$ cat config.mk
export PLATFORM = sky130hd
export DESIGN_NAME = node_integrator
export DESIGN_NICKNAME = d
export VERILOG_FILES = /design/src/rtl/node_integrator.sv
export SDC_FILE = /design/constraint.sdc
export NUM_CORES = 2
export LEC_CHECK = 0
export ABC_CLOCK_PERIOD_IN_PS = 19000
export BUFFER_PORTS_ARGS = -buffer_cell sky130_fd_sc_hd__buf_2
export CAP_MARGIN = 30
export CORE_UTILIZATION = 45
export CTS_BUF_LIST = sky130_fd_sc_hd__clkbuf_4 sky130_fd_sc_hd__clkbuf_8
export CTS_CLUSTER_SIZE = 28
export DETAILED_ROUTE_END_ITERATION = 10
export PLACE_DENSITY = 0.71
export SYNTH_ARGS = -nofsm -noshare
export SYNTH_HDL_FRONTEND = slang
export SYNTH_SLANG_ARGS = --single-unit
export TNS_END_PERCENT = 30
$ cat constraint.sdc
create_clock -name clk_in -period 19 [get_ports clk_in]
set_clock_uncertainty 0.2 [all_clocks]
set_input_delay 3.8 -clock clk_in [delete_from_list [all_inputs] [get_ports clk_in]]
set_output_delay 3.8 -clock clk_in [all_outputs]
set_load 0.02 [all_outputs]
$ cat src/rtl/node_integrator.sv
// rtl/node_integrator.sv - per-node force accumulation and semi-implicit Euler step
// Beats accumulate in IDLE; force_last starts a one-node-per-cycle integration sweep.
module node_integrator #(
  parameter int NUM_NODES     = 10,
  parameter int POSITION_SIZE = 8,
  parameter int VELOCITY_SIZE = 8,
  parameter int FORCE_SIZE    = 8,
  parameter int ACC_SIZE      = 12,
  parameter int DT_SHIFT      = 2,
  parameter int MASS_SHIFT    = 0,
  parameter int FLOOR_Y       = -(2 ** (POSITION_SIZE - 1)),
  localparam int IW = (NUM_NODES > 1) ? $clog2(NUM_NODES) : 1
) (
  input  logic                            clk_in,
  input  logic                            rst_in,
  input  logic                            force_valid,
  output logic                            force_ready,
  input  logic                            force_last,
  input  logic [IW-1:0]                   force_node_a,
  input  logic [IW-1:0]                   force_node_b,
  input  logic signed [FORCE_SIZE-1:0]    force_x,
  input  logic signed [FORCE_SIZE-1:0]    force_y,
  input  logic signed [FORCE_SIZE-1:0]    gravity_y,
  input  logic                            init_valid,
  input  logic [IW-1:0]                   init_node,
  input  logic signed [POSITION_SIZE-1:0] init_x,
  input  logic signed [POSITION_SIZE-1:0] init_y,
  output logic signed [POSITION_SIZE-1:0] pos_x [NUM_NODES],
  output logic signed [POSITION_SIZE-1:0] pos_y [NUM_NODES],
  output logic signed [VELOCITY_SIZE-1:0] vel_x [NUM_NODES],
  output logic signed [VELOCITY_SIZE-1:0] vel_y [NUM_NODES],
  output logic                            busy,
  output logic                            output_valid
);

  localparam int MW1 = (ACC_SIZE > FORCE_SIZE) ? ACC_SIZE : FORCE_SIZE;
  localparam int MW2 = (MW1 > VELOCITY_SIZE) ? MW1 : VELOCITY_SIZE;
  localparam int MW3 = (MW2 > POSITION_SIZE) ? MW2 : POSITION_SIZE;
  localparam int WW  = MW3 + 2;
  localparam logic signed [WW-1:0] FLOOR_W = WW'(FLOOR_Y);

  typedef enum logic [1:0] {IDLE, INTEGRATE, DONE} state_t;

  state_t state;
  logic [IW-1:0] idx;

  logic signed [ACC_SIZE-1:0] acc_x     [NUM_NODES];
  logic signed [ACC_SIZE-1:0] acc_y     [NUM_NODES];
  logic signed [ACC_SIZE-1:0] acc_x_nxt [NUM_NODES];
  logic signed [ACC_SIZE-1:0] acc_y_nxt [NUM_NODES];

  logic a_ok, b_ok, distinct, accept, init_ok;
  logic signed [VELOCITY_SIZE-1:0] vx_new, vy_new;
  logic signed [POSITION_SIZE-1:0] px_new, py_new;

  function automatic logic signed [WW-1:0] sat(input logic signed [WW-1:0] v, input int w);
    logic signed [WW-1:0] lo, hi;
    lo = {WW{1'b1}} << (w - 1);
    hi = ~lo;
    if (v > hi) return hi;
    else if (v < lo) return lo;
    else return v;
  endfunction

  assign force_ready = (state == IDLE);
  assign busy        = (state != IDLE);
  assign accept      = force_valid && force_ready;
  assign a_ok        = ({1'b0, force_node_a} < (IW+1)'(NUM_NODES));
  assign b_ok        = ({1'b0, force_node_b} < (IW+1)'(NUM_NODES));
  assign init_ok     = ({1'b0, init_node} < (IW+1)'(NUM_NODES));
  // A self-loop beat cancels exactly, so it is skipped rather than saturated twice.
  assign distinct    = (force_node_a != force_node_b);

  always_comb begin : beat_comb
    logic signed [WW-1:0] fx_w, fy_w, dx, dy, sx, sy;
    fx_w = force_x;
    fy_w = force_y;
    for (int n = 0; n < NUM_NODES; n++) begin
      dx = '0;
      dy = '0;
      if (distinct && a_ok && force_node_a == IW'(n)) begin
        dx = -fx_w;
        dy = -fy_w;
      end
      if (distinct && b_ok && force_node_b == IW'(n)) begin
        dx = fx_w;
        dy = fy_w;
      end
      sx = acc_x[n];
      sy = acc_y[n];
      acc_x_nxt[n] = ACC_SIZE'(sat(sx + dx, ACC_SIZE));
      acc_y_nxt[n] = ACC_SIZE'(sat(sy + dy, ACC_SIZE));
    end
  end

  always_comb begin : step_comb
    logic signed [WW-1:0] ax, ay, t, g, vx, vy, px, py;
    t  = acc_x[idx];
    ax = sat(t, ACC_SIZE) >>> MASS_SHIFT;
    t  = acc_y[idx];
    g  = gravity_y;
    ay = sat(t + g, ACC_SIZE) >>> MASS_SHIFT;
    t  = vel_x[idx];
    vx = sat(t + (ax >>> DT_SHIFT), VELOCITY_SIZE);
    t  = vel_y[idx];
    vy = sat(t + (ay >>> DT_SHIFT), VELOCITY_SIZE);
    // Position uses the freshly updated velocity (semi-implicit Euler).
    t  = pos_x[idx];
    px = sat(t + (vx >>> DT_SHIFT), POSITION_SIZE);
    t  = pos_y[idx];
    py = sat(t + (vy >>> DT_SHIFT), POSITION_SIZE);
    if (py < FLOOR_W) begin
      py = FLOOR_W;
      vy = '0;
    end
    vx_new = VELOCITY_SIZE'(vx);
    vy_new = VELOCITY_SIZE'(vy);
    px_new = POSITION_SIZE'(px);
    py_new = POSITION_SIZE'(py);
  end

  always_ff @(posedge clk_in or posedge rst_in) begin
    if (rst_in) begin
      state        <= IDLE;
      idx          <= '0;
      output_valid <= 1'b0;
      for (int n = 0; n < NUM_NODES; n++) begin
        acc_x[n] <= '0;
        acc_y[n] <= '0;
        pos_x[n] <= '0;
        pos_y[n] <= '0;
        vel_x[n] <= '0;
        vel_y[n] <= '0;
      end
    end else begin
      output_valid <= 1'b0;
      case (state)
        IDLE: begin
          if (accept) begin
            acc_x <= acc_x_nxt;
            acc_y <= acc_y_nxt;
            if (force_last) begin
              state <= INTEGRATE;
              idx   <= '0;
            end
          end
          if (init_valid && init_ok) begin
            pos_x[init_node] <= init_x;
            pos_y[init_node] <= init_y;
            vel_x[init_node] <= '0;
            vel_y[init_node] <= '0;
          end
        end
        INTEGRATE: begin
          vel_x[idx] <= vx_new;
          vel_y[idx] <= vy_new;
          pos_x[idx] <= px_new;
          pos_y[idx] <= py_new;
          acc_x[idx] <= '0;
          acc_y[idx] <= '0;
          if (idx == IW'(NUM_NODES - 1)) begin
            state        <= DONE;
            output_valid <= 1'b1;
          end else begin
            idx <= idx + 1'b1;
          end
        end
        DONE:    state <= IDLE;
        default: state <= IDLE;
      endcase
    end
  end

endmodule

# Word level (Yosys, flattened, before mapping)
# Index checks and enable logic that the tools add are counted.
# classes
addsub	28
n_mul	0
div	0
order_cmp	60
eq_ne	26
n_shift	0
muxes	146
bitwise	8
reduce_logical	35
# op_table
op	count
$mux W14	50
$pmux W80 S2	4
$mux W12	45
$bwmux W80	6
$pmux W120 S2	2
$mux W80	4
$add A12 B14 Y14	20
$gt A14 B12 Y1 const B	20
$lt A14 B12 Y1 const B	20
$and A120 B120 Y120	2
$mux W120	2
$and A80 B80 Y80	2
$bmux W8 S4	4
$not A120 Y120	1
$mux W8	14
$bmux W12 S4	2
$not A80 Y80	1
$demux W8 S4	2
$add A8 B12 Y13	4
$gt A13 B8 Y1 const B	4
$lt A13 B8 Y1 const B	4
$demux W12 S4	1
$eq A4 B3 Y1 const B	8
$neg A8 Y14	2
30 further kinds	79
# word_totals
regBits	567
latchBits	0
mem_bits_rw	0
mem_bits_ro	0
inputBits	57
elab_cells	366
mem_count	0

# Depth between registers and ports, before layout
# depth
depth_word	20
ltp_mapped	51
ltp_nobuf	46

# Least setup slack after synthesis
# No wires, ideal clock.
# synth_timing
path_kind	input port to flip-flop
from	input gravity_y[0]
to	register pos_y[0] (netlist bit)
arrival_time_ps	12887
path_slack_ps	5822
cell_stages	45
n_path_buf	4
cell_sequence	ha_1 > fa_1 > a21o_1 > a21oi_1 > o21bai_1 > a2111oi_0 > o41ai_1 > nand2_1 > a31oi_1 > or2_2 > clkbuf_1 > o21a_1 > ha_1 > fa_1 > a21o_1 > a21oi_1 > o211a_1 > nor3_1 > (+9 left out) > inv_1 > ha_1 > fa_1 > a21o_1 > a21oi_1 > o21ai_1 > a31o_2 > and3_1 > nor4_1 > nand3_1 > ha_1 > buf_1 > inv_1 > o41a_1 > o22ai_1 > clkbuf_1 > o21ai_1 > o221ai_1
# synth_via
elab_chain_len	16
word_cells_on_any_way	19
# synth_lines
item	line_no	rtl
from (decl)	23	input logic signed [FORCE_SIZE-1:0] gravity_y,
$add A12 B8 Y13 (*)	102	ay = sat(t + g, ACC_SIZE) >>> MASS_SHIFT;
$lt A13 B12 Y1	61	else if (v < lo) return lo;
$mux W14	61	
$mux W14 (*)	60	if (v > hi) return hi;
$add A8 B12 Y13 (*)	106	vy = sat(t + (ay >>> DT_SHIFT), VELOCITY_SIZE);
$lt A13 B8 Y1	61	
$mux W14	61	
$mux W14 (*)	60	
$add A8 B12 Y13 (*)	111	py = sat(t + (vy >>> DT_SHIFT), POSITION_SIZE);
$lt A13 B8 Y1	61	
$mux W14	61	
$mux W14 (*)	60	
$lt A14 B8 Y1	112	if (py < FLOOR_W) begin
$mux W8 (*)	112	
$bwmux W80 (*)	158	pos_y[idx] <= py_new;
$pmux W80 S2 (*)	137	case (state)
to (signal, indexed assignment)	149	pos_y[init_node] <= init_y;
to (signal, indexed assignment)	158	
to (decl)	29	output logic signed [POSITION_SIZE-1:0] pos_y [NUM_NODES],
# Every way passes the cells marked *; elsewhere a longest branch is shown, timed or not.
# A chain may end at the register's enable or synchronous reset.

# Worst setup path after layout
# layout_timing
from	input gravity_y[0]
to	register pos_y[41] (netlist bit)
# The elaborated chain is that of the path after synthesis.

==> qor.csv <==
metric,value,unit
cap_violations,0,
row_count,116,
post-place-ws,4.793,ns
ys_ff_latch,567,
cts_hold_buf,0,
h-tree-depth,3,
finalCriticalPeriod,13.47,ns
dieArea,102700,um2
viasPerCell,6.579,
path_class,in -> reg,
hold_violations,0,
wl_per_cell,24.90,um
finalSetupTns,0,ns
gr-total-overflow,0,
cts_tree,yes,
r2r_cells,42,
setup_slack,5.526,ns
synthArstFlopShare,1.000,
synth_ff_type,dfrtp_1,
core_region_area,100300,um2
synth-edff-count,0,
yosys-top-cells-count,"616 x nand2_1, 567 x dfrtp_1, 429 x o21ai_0",
clk_pin_slew,0.07,ns
dieWidth,320.5,um
syn2layout_area_growth,12.41,%
layout-drive-gt1-share,0.1649,
crit_fanout,17,
placed_cell_area,48950,um2
synthTopCellsByArea,"dfrtp_1 31%, ha_1 8.9%, mux4_2 5.2%, nand2_1 5.1%, o21ai_0 4.7%",
ios,380,
grt_pass1_wl,262500,um
ys_seq_area_frac,0.3107,
yosysMostFrequentCell,nand2_1,
rsz0062_at_grt,false,
run_status,finished clean,
syn_avg_cell_area,8.640,um2
hp-class,reg -> reg,
fillers,9278,
antenna_found_initial,15,
min_to,acc_x[0],
hpwl,124400,um
start_kind,input port,
crit_slowest_cell,o31ai_1,
max_stage_delay,0.83,ns
drv_slew,0,
place.gp.congestion,0.9743,
arrival,13.92,ns
yosys.area.top_type,dfrtp_1,
grt_use_total,0.3295,
cts_resized,0,
routed_wl,174000,um
fmax,74.22,MHz
cts_setup_buffers,0,
drt_iter0_drc,5613,
initial_core_util,0.4553,
r2r_end,pos_y[41],
cts_root_buf,clkbuf_8,
tightest_slew,1.145,ns
yosys_warnings,0,
cts_buffers,99,
r2r-start,idx[0],
reg2reg_slack,6.54,ns
hold_depth,2,
vias,45980,
synthCells,5285,
critPathCaptureType,flip-flop,
drcViolationCount,0,
grt_max_degree,148,
cp_top_family,compound AO/OA/AOI/OAI gates,
synth_area,45660,um2
first_global_vias,42850,
drt-pass1-iter-count,7,
yosysTopAreaCellShare,0.3107,
cts_sinks,567,
synth_nets,5692,
path_buf_inv,5,
finalSetupViolCount,0,
finalInstanceArea,51330,um2
antenna_left,0,
fin_nets,5948,
max_slew_margin,0.2364,
cts_max_path_buffers,3,
hold_start,acc_x[0],
holdWs,0.2922,ns
clock_latency,0.79,ns
cp.depth,40,
cp_data_required_time,19.45,ns
synth.distinct_cells,91,
period_share,0.7091,
io_buffers,379,
die_h,320.5,um
[state kept, by name, summed over array words and instances (netlist names)]
signal	cells
acc_x	120
acc_y	120
idx	4
output_valid	1
pos_x	80
pos_y	80
state	2
vel_x	80
vel_y	80
[cells by family (layout without fill, tap and decap cells)]
kind of cell	Yosys count	count (layout)	synth area share
mux	170	170	0.06768
other cells	0	15	0
xor+xnor	247	247	0.04738
fa+ha+maj	350	350	0.1000
buf+inv	519	850	0.04338
compound gates	1924	1924	0.2815
simple gates	1508	1508	0.1493
flops	567	567	0.3107
[final cells by class]
class,count,area [um2],area share
Tap cell,1357,1698,0.03308
Inverter,185,700.7,0.01365
Sequential cell,567,14200,0.2767
Clock inverter,32,439.2,0.008556
Clock buffer,144,1851,0.03605
Timing Repair Buffer,489,2808,0.05470
Multi-Input combinational cell,4199,29590,0.5766
Antenna cell,15,37.54,0.0007313
[stage by stage]
stage / cells / util
5_1_grt: 6986 / 0.5117
3_5_place_dp: 6791 / 0.4881
2_1_floorplan: 5285 / -
3_3_place_gp: 6774 / 0.4861
6_report: 6988 / 0.5118
4_1_cts: 6967 / 0.5109
[worst max-delay path by stage]
stage,startpoint,to,slack (ns)
final,gravity_y[0],pos_y[41],5.53
after global routing,gravity_y[0],pos_y[42],4.54
after CTS,gravity_y[0],pos_y[41],5.57
after detailed placement,gravity_y[0],pos_y[41],4.79
after global placement,gravity_y[0],pos_y[44],5.06
after floorplan,gravity_y[0],pos_y[0],5.82
[cell usage in the layout (no fill, tap or decap), types with 36 or more instances in the layout]
cell type / instances
nor2b_1: 57
dfrtp_1: 564
o221ai_1: 102
a22o_1: 77
o21ai_1: 124
and2_1: 36
a221o_1: 99
nor2_1: 345
nand2_1: 614
nor3_1: 81
mux4_2: 105
a221oi_1: 53
a22oi_1: 83
a21o_1: 89
clkbuf_8: 123
xor2_1: 63
o22ai_1: 65
buf_2: 383
and3_1: 37
buf_4: 99
xnor2_1: 183
or3_1: 42
mux2_2: 59
ha_1: 325
nand3_1: 138
inv_1: 178
o21a_1: 87
o21ai_0: 427
nand2b_1: 42
a21oi_1: 372
[routing by layer]
metal  vias up  routed length (um)  global-route usage
met5         -                  34            0.001891
met1     22200               67510              0.4270
met4         4               11740              0.2003
met2      2779               76390              0.5022
met3       674               18300             0.07135
li1      20320                   -                   -
[worst register-to-register path, delay by kind of cell (launching register included)]
kind | cells | cell delay, ns
mux | 1 | 0.61
buf+inv | 4 | 0.66
fa+ha+maj | 7 | 2.45
flops | 1 | 0.81
simple gates | 8 | 1.98
compound gates | 22 | 5.63
Power is not shown: default switching activity piles up to over one toggle a cycle in this logic, so the estimate is an artifact.
